$ cat src/rtl/simple_cic_interp.sv
// Single-stage CIC interpolator: comb at the low (g_in) rate, zero-stuff and
// integrate at the high (g_hi) rate, cic_n gated output samples per input.
// Optional build macro SIMPLE_CIC_INTERP_FREERUN_EN: every g_hi produces an
// output strobe, including while idle (integrator holds).
module simple_cic_interp #(
   parameter int unsigned in_width  = 16,
   parameter int unsigned out_width = 18,
   parameter int unsigned cic_n     = 4
) (
   input  logic                        clk,
   input  logic                        reset,
   input  logic                        g_in,
   input  logic signed [in_width-1:0]  d_in,
   input  logic                        g_hi,
   output logic                        g_out,
   output logic signed [out_width-1:0] d_out,
   output logic                        overrun
);

   localparam int unsigned CW = $clog2(cic_n) + 1;

   typedef enum logic {IDLE, BURST} state_t;

   state_t                      state;
   logic signed [out_width-1:0] integrator;
   logic signed [out_width-1:0] pending;
   logic signed [in_width-1:0]  prev_in;
   logic [CW-1:0]               count;

   logic signed [in_width:0]    diff_c;
   logic signed [out_width-1:0] pending_eff_c;
   logic signed [out_width-1:0] integ_nxt_c;
   logic [CW-1:0]               count_eff_c;
   logic                        tick_c;
   logic                        first_c;
   logic                        last_c;
   logic                        emit_c;

   // Comb difference, effective pending impulse and tick qualification
   always_comb begin
      diff_c        = {d_in[in_width-1], d_in} - {prev_in[in_width-1], prev_in};
      pending_eff_c = pending;
      if (g_in)
         pending_eff_c = pending + out_width'(diff_c);
      // A g_in restarts the burst, so a same-cycle tick is tick 0
      count_eff_c   = g_in ? '0 : count;
      tick_c        = g_hi && (g_in || (state == BURST));
      first_c       = (count_eff_c == '0);
      last_c        = (count_eff_c == CW'(cic_n - 1));
      integ_nxt_c   = integrator;
      if (tick_c && first_c)
         integ_nxt_c = integrator + pending_eff_c;
`ifdef SIMPLE_CIC_INTERP_FREERUN_EN
      emit_c        = g_hi;
`else
      emit_c        = tick_c;
`endif
   end

   // State, datapath and registered outputs
   always_ff @(posedge clk) begin
      if (reset) begin
         state      <= IDLE;
         count      <= '0;
         integrator <= '0;
         pending    <= '0;
         prev_in    <= '0;
         overrun    <= 1'b0;
         g_out      <= 1'b0;
         d_out      <= '0;
      end else begin
         if (g_in)
            prev_in <= d_in;

         // The impulse is consumed only on the first tick of a burst
         if (tick_c && first_c)
            pending <= '0;
         else
            pending <= pending_eff_c;

         integrator <= integ_nxt_c;

         if (g_in && (state == BURST))
            overrun <= 1'b1;

         case (state)
            IDLE: begin
               if (tick_c) begin
                  state <= BURST;
                  count <= count_eff_c + CW'(1);
               end else if (g_in) begin
                  state <= BURST;
                  count <= '0;
               end
            end
            BURST: begin
               if (tick_c) begin
                  if (last_c) begin
                     state <= IDLE;
                     count <= '0;
                  end else begin
                     count <= count_eff_c + CW'(1);
                  end
               end else if (g_in) begin
                  count <= '0;
               end
            end
            default: begin
               state <= IDLE;
               count <= '0;
            end
         endcase

         g_out <= emit_c;
         if (emit_c)
            d_out <= integ_nxt_c;
      end
   end

endmodule

$ cat config.mk
export PLATFORM = sky130hd
export DESIGN_NAME = simple_cic_interp
export DESIGN_NICKNAME = d
export VERILOG_FILES = /design/src/rtl/simple_cic_interp.sv
export SDC_FILE = /design/constraint.sdc
export NUM_CORES = 1
export LEC_CHECK = 0
export ABC_AREA = 1
export ABC_CLOCK_PERIOD_IN_PS = 4300
export BUFFER_PORTS_ARGS = -buffer_cell sky130_fd_sc_hd__buf_2
export CELL_PAD_IN_SITES_DETAIL_PLACEMENT = 0
export CELL_PAD_IN_SITES_GLOBAL_PLACEMENT = 1
export CORE_ASPECT_RATIO = 1.2
export CORE_MARGIN = 2
export CORE_UTILIZATION = 40
export DETAILED_ROUTE_END_ITERATION = 10
export PLACE_DENSITY = 0.81
export SLEW_MARGIN = 30
export SYNTH_ARGS = -nofsm -noshare
export SYNTH_HDL_FRONTEND = slang
export SYNTH_SLANG_ARGS = --single-unit
export TNS_END_PERCENT = 20
$ cat constraint.sdc
create_clock -name clk -period 4.3 [get_ports clk]
set_input_delay 1.075 -clock clk [delete_from_list [all_inputs] [get_ports clk]]
set_output_delay 1.075 -clock clk [all_outputs]
set_load 0.005 [all_outputs]
== After elaboration in Yosys (flattened, before gate mapping) ==
Index checks and enable logic that the tools add are counted.

* Input bits: 20
* Output and inout port bits: 20
* Logic and storage cells: 32
* Register bits: 76

* Reductions and logical operators: 6
* Bitwise logic cells: 1
* Mux-type cells: 12
* Add/subtract/negate cells: 4
* Equality and inequality tests: 1

{| class="wikitable"
|+ Operators by type and width
! operator !! number
|-
| two-way mux 18 bit || 2
|-
| adder 18 x 17 -> 18 bit || 1
|-
| adder 18 bit || 1
|-
| subtractor 16 x 16 -> 17 bit || 1
|-
| two-way mux 3 bit || 4
|-
| one-hot mux 3 bit (2 select lines) || 1
|-
| two-way mux 1 bit || 4
|-
| adder 3 x 1 -> 3 bit (second input constant) || 1
|-
| equality test 3 x 2 -> 1 bit (second input constant) || 1
|-
| logical AND 1 bit || 3
|-
| logical NOT 3 bit || 1
|-
| one-hot mux 1 bit (2 select lines) || 1
|-
| OR reduction 2 bit || 1
|-
| logical OR 1 bit || 1
|-
| inverter 1 bit || 1
|}

== Logic depth before layout (Yosys ltp) ==
Gate-level depths: netlist (run 1).

* Depth in word-level cells: 5
* Gate-level depth with buffers: 34
* Gate-level depth less buffers: 34

== Least setup slack after synthesis (run 1) ==
OpenSTA, ideal clock, no wires.

* Path type: input-to-reg
* From: input port d_in[1]
* To: register d_out[17]
* Stages on the path: 31
* Data arrival time: 4.325 ns
* Required time: 4.191 ns
* Buffers on the path: 0
* Path slack: -0.134 ns
* Library setup time: 0.109 ns
* Path through: inv_1 -> fa_1 -> fa_1 -> inv_1 -> nand3_1 -> nand2_1 -> a21oi_2 -> o21ai_2 -> nand2_2 -> o21bai_2 -> nand2_1 -> nand2_1 -> nand2_1 -> nand3_2 -> nand2_1 -> ha_1 -> nand2_1 -> inv_1 -> nand3_1 -> inv_1 -> nand2_1 -> inv_1 -> nand2_1 -> nand2_1 -> or2_0 -> nand2_1 -> nand3_1 -> nand2_1 -> nand3_1 -> nand2_1 -> inv_1

* Word-level cells in the longest chain between the ends: 5

{| class="wikitable"
|+ RTL lines
! element !! RTL line !! RTL
|-
| start, declared || 13 || <nowiki>input logic signed [in_width-1:0] d_in,</nowiki>
|-
| subtractor 16 x 16 -> 17 bit || 41 || <nowiki>diff_c = {d_in[in_width-1], d_in} - {prev_in[in_width-1], prev_in};</nowiki>
|-
| adder 18 x 17 -> 18 bit || 44 || <nowiki>pending_eff_c = pending + out_width'(diff_c);</nowiki>
|-
| two-way mux 18 bit || 43 || <nowiki>if (g_in)</nowiki>
|-
| net pending_eff_c[14] || 31 || <nowiki>logic signed [out_width-1:0] pending_eff_c;</nowiki>
|-
| adder 18 bit || 52 || <nowiki>integ_nxt_c = integrator + pending_eff_c;</nowiki>
|-
| two-way mux 18 bit || 51 || <nowiki>if (tick_c && first_c)</nowiki>
|-
| end signal, assigned || 116 || <nowiki>d_out <= integ_nxt_c;</nowiki>
|-
| end, declared || 16 || <nowiki>output logic signed [out_width-1:0] d_out,</nowiki>
|}

The timed path passes the listed nets, and every way through them passes these cells.
A chain may end at the register's enable or synchronous reset.

== Worst setup path after layout (run 1) ==
Same ends and word-level chain as after synthesis.

==> results of run 1 <==
## metal layers
metal	vias to the layer above	GRT usage [%]
li1	2531	-
met3	29	3.698
met5	-	0
met2	95	34.37
met4	0	8.296
met1	2215	24.77
## flip-flops by register name, summed over array words and instances, names as in the netlist
| name | cells |
|---|---|
| count | 3 |
| pending | 18 |
| integrator | 18 |
| state | 1 |
| prev_in | 16 |
| overrun | 1 |
| d_out | 18 |
| g_out | 1 |
## kinds of logic after synthesis
| kind of cell | Yosys count | share of synthesized area (%) |
|---|---|---|
| adders and majority gates | 59 | 16.85 |
| AOI/OAI and AO/OA | 136 | 15.76 |
| xor gates and xnor gates | 23 | 3.886 |
| buffers and inverters | 157 | 12.02 |
| muxes | 4 | 0.7724 |
| DFF | 76 | 29.35 |
| and+or+nand+nor | 263 | 21.36 |
## cell usage after synthesis, drive strengths merged (4+ instances only)
cell	instances	area, um2
nand2	164	628.1
inv	136	515.5
dfxtp	76	1521
a21oi	65	344.1
nor2	55	206.5
ha	41	513.0
o21ai	39	221.5
nand3	32	197.7
fa	18	360.4
buf	12	73.82
xor2	12	105.1
xnor2	11	96.34
clkbuf	9	33.78
o211ai	9	67.56
a21o	5	45.04
a31oi	5	31.28
o21bai	5	45.04
or2	5	31.28
mux2i	4	40.04
## worst max-delay path by stage
| stage | start | end | slack [ns] | cells past startpoint |
|---|---|---|---|---|
| after floorplan | d_in[1] | d_out[17]$_SDFFE_PP0P_ | 0.03 | 26 |
| after global placement | d_in[1] | d_out[17]$_SDFFE_PP0P_ | -0.47 | 30 |
| after detailed placement | d_in[1] | d_out[17]$_SDFFE_PP0P_ | -0.52 | 30 |
| after CTS | d_in[1] | d_out[17]$_SDFFE_PP0P_ | -0.04 | 27 |
| after global routing | d_in[1] | d_out[17]$_SDFFE_PP0P_ | -0.28 | 29 |
| final | d_in[1] | d_out[17]$_SDFFE_PP0P_ | -0.05 | 29 |
## power by group
part	switching [mW]	internal, mW	total, mW
combinational	1.36	1.29	2.64
sequential	0.0764	0.817	0.894
clock	0.308	0.523	0.830
## worst max-delay path: cells and delay by family
kind | cells | cell delay [ns]
xor+xnor | 1 | 0.13
simple gates | 17 | 1.60
fa+ha+maj | 3 | 1.19
buf+inv | 7 | 0.50
compound gates | 1 | 0.10
## layout make-up
class / count / area share (%)
flip-flops and latches: 76 / 21.70
inverters: 136 / 7.388
well taps: 164 / 2.926
multi-input cells: 485 / 48.63
repair buffers: 145 / 14.70
clock inverters: 6 / 1.249
clock buffers: 10 / 3.408
## repair_timing
action                                  CTS  global route
endpoints found under the setup margin    6            25
resized for setup                        36            38
setup buffers                            35             4
gates cloned                              0             0
pin swaps                                27            38
==> results.md, run 1 <==
* Ports at 40
* Top sig layer: met4
* Port Buffers at 39
* Die area at 13890 um2
* Share of cells above drive strength 1 at 28.90%
* Crit path arrival time at 4.60 ns
* Reg2reg path depth at 30
* Achievable Freq at 229.9 MHz
* Largest net degree at the start of global routing at 39
* Post-route insts no fill at 1022
* CTS Root Cell: clkbuf_16
* Clock slew at reported path FFs at 0.06 ns
* Hold_ws at 0.4805 ns
* Crit Path Class: in2reg
* Clk sink count at 76
* Syn Area/Cell at 7.220 um2
* Pwr Density at 623.0 nW/um2
* Iter 0 DRT Violations at 194
* CTS H-tree lvls at 3
* Reg area at 1521 um2
* Met3 WL at 446 um
* Total GRT Usage at 20.08%
* Final hold vios at 0
* Dpl ws at -0.5218 ns
* FF-to-FF Start: pending[0]$_SDFF_PP0_
* Tot Pwr at 4.368 mW
* Outcome: finished, violations left
* Total wire length at 13450 um
* Final Instance Area at 7012 um2
* Fin Setup TNS at -0.1140 ns
* Row count at 45
* Met1 Wirelength at 6053 um
* Required time of the worst setup path at 4.55 ns
* First drt pass iteration count at 4
* Hold Buf Count CTS at 0
* Clock buffer depth at 2
* Post-synth EDFFs at 0
* Max-Cap Viols at 0
* Post-layout minimum cycle time at 4.350 ns
* Final setup violation count at 4
* Most common cell after layout, fill and taps aside: nand2_1
* First-pass GRT wire length at 22330 um
* Number of global-route vias before repair at 4852
* Seq/Total Area, Yosys at 29.35%
* Post-layout worst setup margin at -0.04983 ns
* Die Width at 107.9 um
* HP Start: overrun$_SDFFE_PP0P_
* Syn Inst Count at 718
* Die Ht at 128.7 um
* Most frequent cells in the layout: nand2_1 (143), inv_1 (128), buf_4 (97)
* Seq cells post-synth at 76
* Worst skew pair latency at 0.34 ns
* Slew margin rel. at 39.51%
* Ant. Diodes at 0
* Area Growth Syn to Fin at 35.26%
* RSZ-0062 raised after global routing: true
* Worst min path class: reg2reg
* FILL cells at 1220
* Residual DRC count at 0
* CTS buffer count at 9
* Slew Limit Fails at 0
* GR Overflow Total at 0
* Final worst-path cycle share at 101.2%
* Post-Syn Nets at 797
* Violated checks: setup timing
* Worst vdd ir at 0.2969 mV
* Initial antenna violation count at 0
* DP HPWL at 9211 um
* Routed wl met2 at 6526 um
* CP most frequent cell: nand2_1
* Final core utilization at 55.35%
* R2r setup slk at 0.28 ns
* Synthesized cell area at 5184 um2
* Post-synth top flop: dfxtp_1
* Final ANT Viol Nets at 0
* # nets final at 932
* Final setup skew at 0.006697 ns
* Crit path max fanout at 4
* Hold depth at 2
* Worst-margin pin slew at 0.9063 ns
* Ys async rst share at 0%
* Core area at 12670 um2
* DR vias at 4870
* Vias per cell at 4.765
* Synth warnings at 0
* Area of the multi-input gates at 3410 um2
* TritonCTS clock tree: done
* Worst path slowest cell: fa_2
* GP Congestion at 0.8735
* Drt wl/cell at 13.16 um
* Crit-path max cell delay at 0.59 ns
* Endpoint, Worst Hold: overrun$_SDFFE_PP0P_
* R2R Path End: d_out[17]$_SDFFE_PP0P_
* Placed cells at 967
* Initial Utilization at 40.92%
* Cell Area, Placed at 6041 um2
* Synth cell types at 45
* Setup crit end kind: register
* Leak pwr at 3.699 nW
* Startpoint types: input pin
No activity file was read; power rests on OpenSTA's default activity.
==> inputs of run 2 (changes only) <==
--- a/config.mk
+++ b/config.mk
@@ -14,6 +14,7 @@
 export CORE_MARGIN = 2
 export CORE_UTILIZATION = 40
 export DETAILED_ROUTE_END_ITERATION = 10
+export GPL_TIMING_DRIVEN = 0
 export PLACE_DENSITY = 0.81
 export SLEW_MARGIN = 30
 export SYNTH_ARGS = -nofsm -noshare
==> run 2 against run 1 <==
Net effect: the flow still finishes with violations (setup timing); largest cell class unchanged; critical path depth fell by 2; total power decreased by 1.6%; non-clock buffer count down 54; via count fell by 3.7%; first-iteration DRC count is 12% lower; maximum frequency is essentially flat; worst setup slack improved by 0.0037 ns.
==> results.md, run 2 (synthesis results as in run 1) <==
* Violated checks: setup timing
* Number of global-route vias before repair at 4649
* Achievable Freq at 230.1 MHz
* DP HPWL at 9685 um
* Worst vdd ir at 0.2388 mV
* Share of cells above drive strength 1 at 25.25%
* Crit path max fanout at 4
* GP Congestion at 0.9173
* Residual DRC count at 0
* GR Overflow Total at 0
* Clock slew at reported path FFs at 0.06 ns
* Die Ht at 128.7 um
* Crit-path max cell delay at 0.53 ns
* Startpoint types: input pin
* Total GRT Usage at 19.27%
* Row count at 45
* Register share of total power at 20.9%
* RSZ-0062 raised after global routing: true
* Slew margin rel. at 51.50%
* Placed cells at 920
* Final ANT Viol Nets at 0
* Post-route insts no fill at 968
* Clk pwr share at 20.9%
* Final setup violation count at 4
* Ant. Diodes at 0
* Crit Path Class: in2reg
* Area Growth Syn to Fin at 29.11%
* Area of the multi-input gates at 3516 um2
* Int Power at 2.550 mW
* Final hold vios at 0
* Largest registers: d_out: 18 flops, integrator: 18 flops, pending: 18 flops
* Required time of the worst setup path at 4.54 ns
* Core area at 12670 um2
* Crit path buf inv count at 4
* Vias per cell at 4.845
* CTS buffer count at 9
* Leak pwr at 3.372 nW
* Sw Ratio at 40.66%
* Combinational share of power at 58.2%
* TritonCTS clock tree: done
* Ports at 40
* Setup crit end kind: register
* CP most frequent cell: nand2_2
* Worst min path class: reg2reg
* Post-layout worst setup margin at -0.04617 ns
* # nets final at 878
* Largest net degree at the start of global routing at 14
* Iter 0 DRT Violations at 171
* Initial Utilization at 40.92%
* First-pass GRT wire length at 21350 um
* CTS Root Cell: clkbuf_16
* Clock buffer depth at 2
* Drt wl/cell at 13.64 um
* Worst-margin pin slew at 0.7274 ns
* Pwr Density at 642.1 nW/um2
* Die area at 13890 um2
* Initial antenna violation count at 0
* CP top delay family: simple AND/OR/NAND/NOR gates
* Post-layout minimum cycle time at 4.346 ns
* Outcome: finished, violations left
* Clk sink count at 76
* DR vias at 4690
* Worst skew pair latency at 0.35 ns
* Hold_ws at 0.4739 ns
* Die Width at 107.9 um
* Max-Cap Viols at 0
* Slew Limit Fails at 0
* Worst path slowest cell: fa_1
* CTS H-tree lvls at 3
* Most common cell after layout, fill and taps aside: nand2_1
* Sw Pwr at 1.747 mW
* Total wire length at 13200 um
* Final worst-path cycle share at 101.1%
* First drt pass iteration count at 4
* FILL cells at 1249
* Final setup skew at 0.007963 ns
* Crit path arrival time at 4.59 ns
* Reg area at 1521 um2
* Port Buffers at 38
* Most frequent cells in the layout: nand2_1 (139), inv_1 (126), dfxtp_1 (76)
run 2: worst min-delay path: cells and delay by family (launching register included):
kind	cells	cell delay (ns)
flops	1	0.33
compound gates	1	0.04
simple gates	1	0.07
run 2: final timing paths:
check	slack [ns]	startpoint	depth (start not counted)	endpoint
hold reg to reg	0.47	overrun$_SDFFE_PP0P_	2	overrun$_SDFFE_PP0P_
hold / removal	0.47	overrun$_SDFFE_PP0P_	2	overrun$_SDFFE_PP0P_
setup / recovery	-0.05	d_in[3]	27	d_out[17]$_SDFFE_PP0P_
setup reg to reg	0.22	pending[0]$_SDFF_PP0_	29	d_out[17]$_SDFFE_PP0P_
run 2: metal layers:
layer / vias to the layer above / GRT usage (%) / wire length (um)
li1: 2429 / - / -
met1: 2191 / 23.43 / 5971
met2: 56 / 34.92 / 6759
met3: 14 / 1.773 / 272
met4: 0 / 7.466 / 201
met5: - / 0 / 0
run 2: final cells by class:
cell class,instances,share of cell area [%]
Buffer,21,1.608
Clock buffer,10,3.571
Clock inverter,6,1.664
Inverter,136,7.740
Multi-Input combinational cell,485,52.53
Sequential cell,76,22.73
Tap cell,164,3.066
Timing Repair Buffer,70,7.085
run 2: metrics by stage:
step           cell area (um2)  setup TNS, ns  worst slack (ns)  util, %  total power [mW]
6_report                  6693       -0.07890          -0.04617    52.83             4.297
5_1_grt                   6693         -2.132           -0.3085    52.83             4.635
4_1_cts                   6238        -0.3222           -0.1133    49.24             3.843
3_5_place_dp              5640         -6.666           -0.6149    44.52             2.664
3_3_place_gp              5640         -6.012           -0.5989    44.52             2.635
2_1_floorplan             5245              0           0.03005        -             2.295
run 2: power groups by stage:
| stage | sequential (mW) | clock [mW] | combinational [mW] |
|---|---|---|---|
| final | 0.898 | 0.899 | 2.50 |
| after global routing | 0.911 | 0.932 | 2.79 |
| after CTS | 0.888 | 0.910 | 2.05 |
| after detailed placement | 0.900 | 0 | 1.76 |
| after global placement | 0.897 | 0 | 1.74 |
| after floorplan | 0.882 | 0 | 1.41 |
run 2: timing repair:
action	in CTS	in global routing
hold buffers	0	0
gates resized for setup	25	77
buffers inserted	19	14
endpoints found under the hold margin	0	0
pin swaps	20	41
endpoints found under the setup margin	9	24
==> inputs of run 3 (changes only) <==
--- a/config.mk
+++ b/config.mk
@@ -6,18 +6,17 @@
 export NUM_CORES = 1
 export LEC_CHECK = 0
 export ABC_AREA = 1
-export ABC_CLOCK_PERIOD_IN_PS = 4300
+export ABC_CLOCK_PERIOD_IN_PS = 4200
 export BUFFER_PORTS_ARGS = -buffer_cell sky130_fd_sc_hd__buf_2
 export CELL_PAD_IN_SITES_DETAIL_PLACEMENT = 0
 export CELL_PAD_IN_SITES_GLOBAL_PLACEMENT = 1
 export CORE_ASPECT_RATIO = 1.2
 export CORE_MARGIN = 2
-export CORE_UTILIZATION = 40
+export CORE_UTILIZATION = 45
 export DETAILED_ROUTE_END_ITERATION = 10
 export GPL_TIMING_DRIVEN = 0
-export PLACE_DENSITY = 0.81
+export PLACE_DENSITY = 0.86
 export SLEW_MARGIN = 30
 export SYNTH_ARGS = -nofsm -noshare
 export SYNTH_HDL_FRONTEND = slang
 export SYNTH_SLANG_ARGS = --single-unit
-export TNS_END_PERCENT = 20
==> constraint.sdc (replaced) <==
create_clock -name clk -period 4.2 [get_ports clk]
set_input_delay 1.05 -clock clk [delete_from_list [all_inputs] [get_ports clk]]
set_output_delay 1.05 -clock clk [all_outputs]
set_load 0.005 [all_outputs]
==> run 3 against run 2 <==
Net effect: the flow still finishes with violations (setup timing); final cell count is 1.5% lower; first-iteration DRC count down 30%; sequential share of layout area shrank 0.072 points; combinational power increased by 3%; register-to-register slack lost 0.17 ns; total power increased by 0.11%; via count decreased by 1.3%; sequential power is 2% higher; hold slack improved by 0.013 ns; clock power is 11% lower; clock-buffer cell count is 1 lower; final area increased by 0.32%; critical path type unchanged; highest routed layer unchanged.
==> results.md, run 3 (synthesis results as in run 1) <==
* Largest registers: d_out: 18 flops, integrator: 18 flops, pending: 18 flops
* Share of cells above drive strength 1 at 27.41%
* Pwr Density at 640.7 nW/um2
* Setup crit end kind: register
* FILL cells at 1055
* DR vias at 4631
* TritonCTS clock tree: done
* Die area at 12400 um2
* Drt wl/cell at 13.48 um
* Core area at 11140 um2
* Clock buffer depth at 2
* Final worst-path cycle share at 103.3%
* Placed cells at 910
* CTS Root Cell: clkbuf_16
* First drt pass iteration count at 4
* DP HPWL at 9495 um
* Post-layout minimum cycle time at 4.337 ns
* First-pass GRT wire length at 20650 um
* Final hold vios at 0
* Worst min path class: reg2reg
* Slew Limit Fails at 0
* HP Start: pending[7]$_SDFF_PP0_
* Most frequent cells in the layout: nand2_1 (135), inv_1 (115), dfxtp_1 (76)
* Startpoint types: input pin
* Initial antenna violation count at 0
* Crit-path max cell delay at 0.48 ns
* Ant. Diodes at 0
* Initial Utilization at 46.53%
* Largest net degree at the start of global routing at 13
* Leak pwr at 3.357 nW
* Most common cell after layout, fill and taps aside: nand2_1
* Row count at 42
* Vias per cell at 4.859
* Achievable Freq at 230.6 MHz
* Final ANT Viol Nets at 0
* Final setup skew at 0.006292 ns
* Total GRT Usage at 21.15%
* Die Ht at 121.6 um
* # nets final at 874
* Violated checks: setup timing
* Total wire length at 12850 um
* Worst-margin pin slew at 0.6913 ns
* Crit Path Class: in2reg
* Crit path max fanout at 3
* Crit path arrival time at 4.57 ns
* Residual DRC count at 0
* Fin Setup TNS at -0.2091 ns
* Iter 0 DRT Violations at 119
* Dpl ws at -0.5883 ns
* Ports at 40
* GR Overflow Total at 0
* Hold_ws at 0.4865 ns
* Outcome: finished, violations left
* Number of global-route vias before repair at 4538
* Worst vdd ir at 0.2587 mV
* Post-layout worst setup margin at -0.1366 ns
* FF-to-FF Start: pending[0]$_SDFF_PP0_
* Clk sink count at 76
* CP most frequent cell: nand2_1
* Required time of the worst setup path at 4.43 ns
* Slew margin rel. at 53.91%
* GP Congestion at 0.8377
* Final core utilization at 60.27%
* Port Buffers at 38
* CP startpoint: d_in[1]
* Final setup violation count at 3
* CTS H-tree lvls at 3
* Post-route insts no fill at 953
* RSZ-0062 raised after global routing: true
* Clock slew at reported path FFs at 0.05 ns
* Max-Cap Viols at 0
* Worst path slowest cell: fa_1
* Worst skew pair latency at 0.33 ns
* Area Growth Syn to Fin at 29.52%
* Die Width at 102.0 um
* CTS buffer count at 9
[run 3: layout make-up]
cell class              count  area, um2  share of cell area (%)
clock buffers               9      225.2                   3.354
multi-input cells         485       3617                   53.88
repair buffers             66      449.2                   6.690
flip-flops and latches     76       1521                   22.66
well taps                 154      192.7                   2.870
clock inverters             6      80.08                   1.193
plain buffers              21      107.6                   1.603
inverters                 136      520.5                   7.753
[run 3: report_power, final]
part | internal (mW) | leakage [nW] | total (mW) | switching, mW
Combinational | 1.17 | 2.58 | 2.58 | 1.42
Clock | 0.512 | 0.155 | 0.802 | 0.290
Sequential | 0.837 | 0.626 | 0.918 | 0.0812
Total | 2.51 | 3.36 | 4.30 | 1.79
[run 3: repair_timing]
action,in CTS,in global routing
gates resized for setup,27,87
pin swaps,10,29
endpoints found under the setup margin,12,22
hold buffers,0,0
setup buffers,18,13
[run 3: worst max-delay path, delay by kind of cell]
kind                       cells  cell delay, ns
and+or+nand+nor               14            1.33
adders and majority gates      3            1.08
AOI/OAI and AO/OA              5            0.71
buffers and inverters          4            0.20
xor gates and xnor gates       1            0.18
[run 3: final timing paths]
kind	end	slack, ns	cells after the start
setup reg to reg	d_out[17]$_SDFFE_PP0P_	0.05	29
hold reg to reg	pending[7]$_SDFF_PP0_	0.49	2
setup / recovery	d_out[17]$_SDFFE_PP0P_	-0.14	27
hold / removal	pending[7]$_SDFF_PP0_	0.49	2
[run 3: stage by stage]
stage	area, um2	total power [mW]
4_1_cts	6281	3.899
6_report	6714	4.302
3_5_place_dp	5736	2.812
2_1_floorplan	5353	2.431
5_1_grt	6714	4.643
3_3_place_gp	5736	2.784
[run 3: routing by layer]
metal / up-vias / track usage, % / routed length, um
li1: 2416 / - / -
met1: 2124 / 25.68 / 5728
met2: 70 / 37.09 / 6456
met3: 21 / 3.213 / 354
met4: 0 / 8.583 / 306
met5: - / 0 / 0
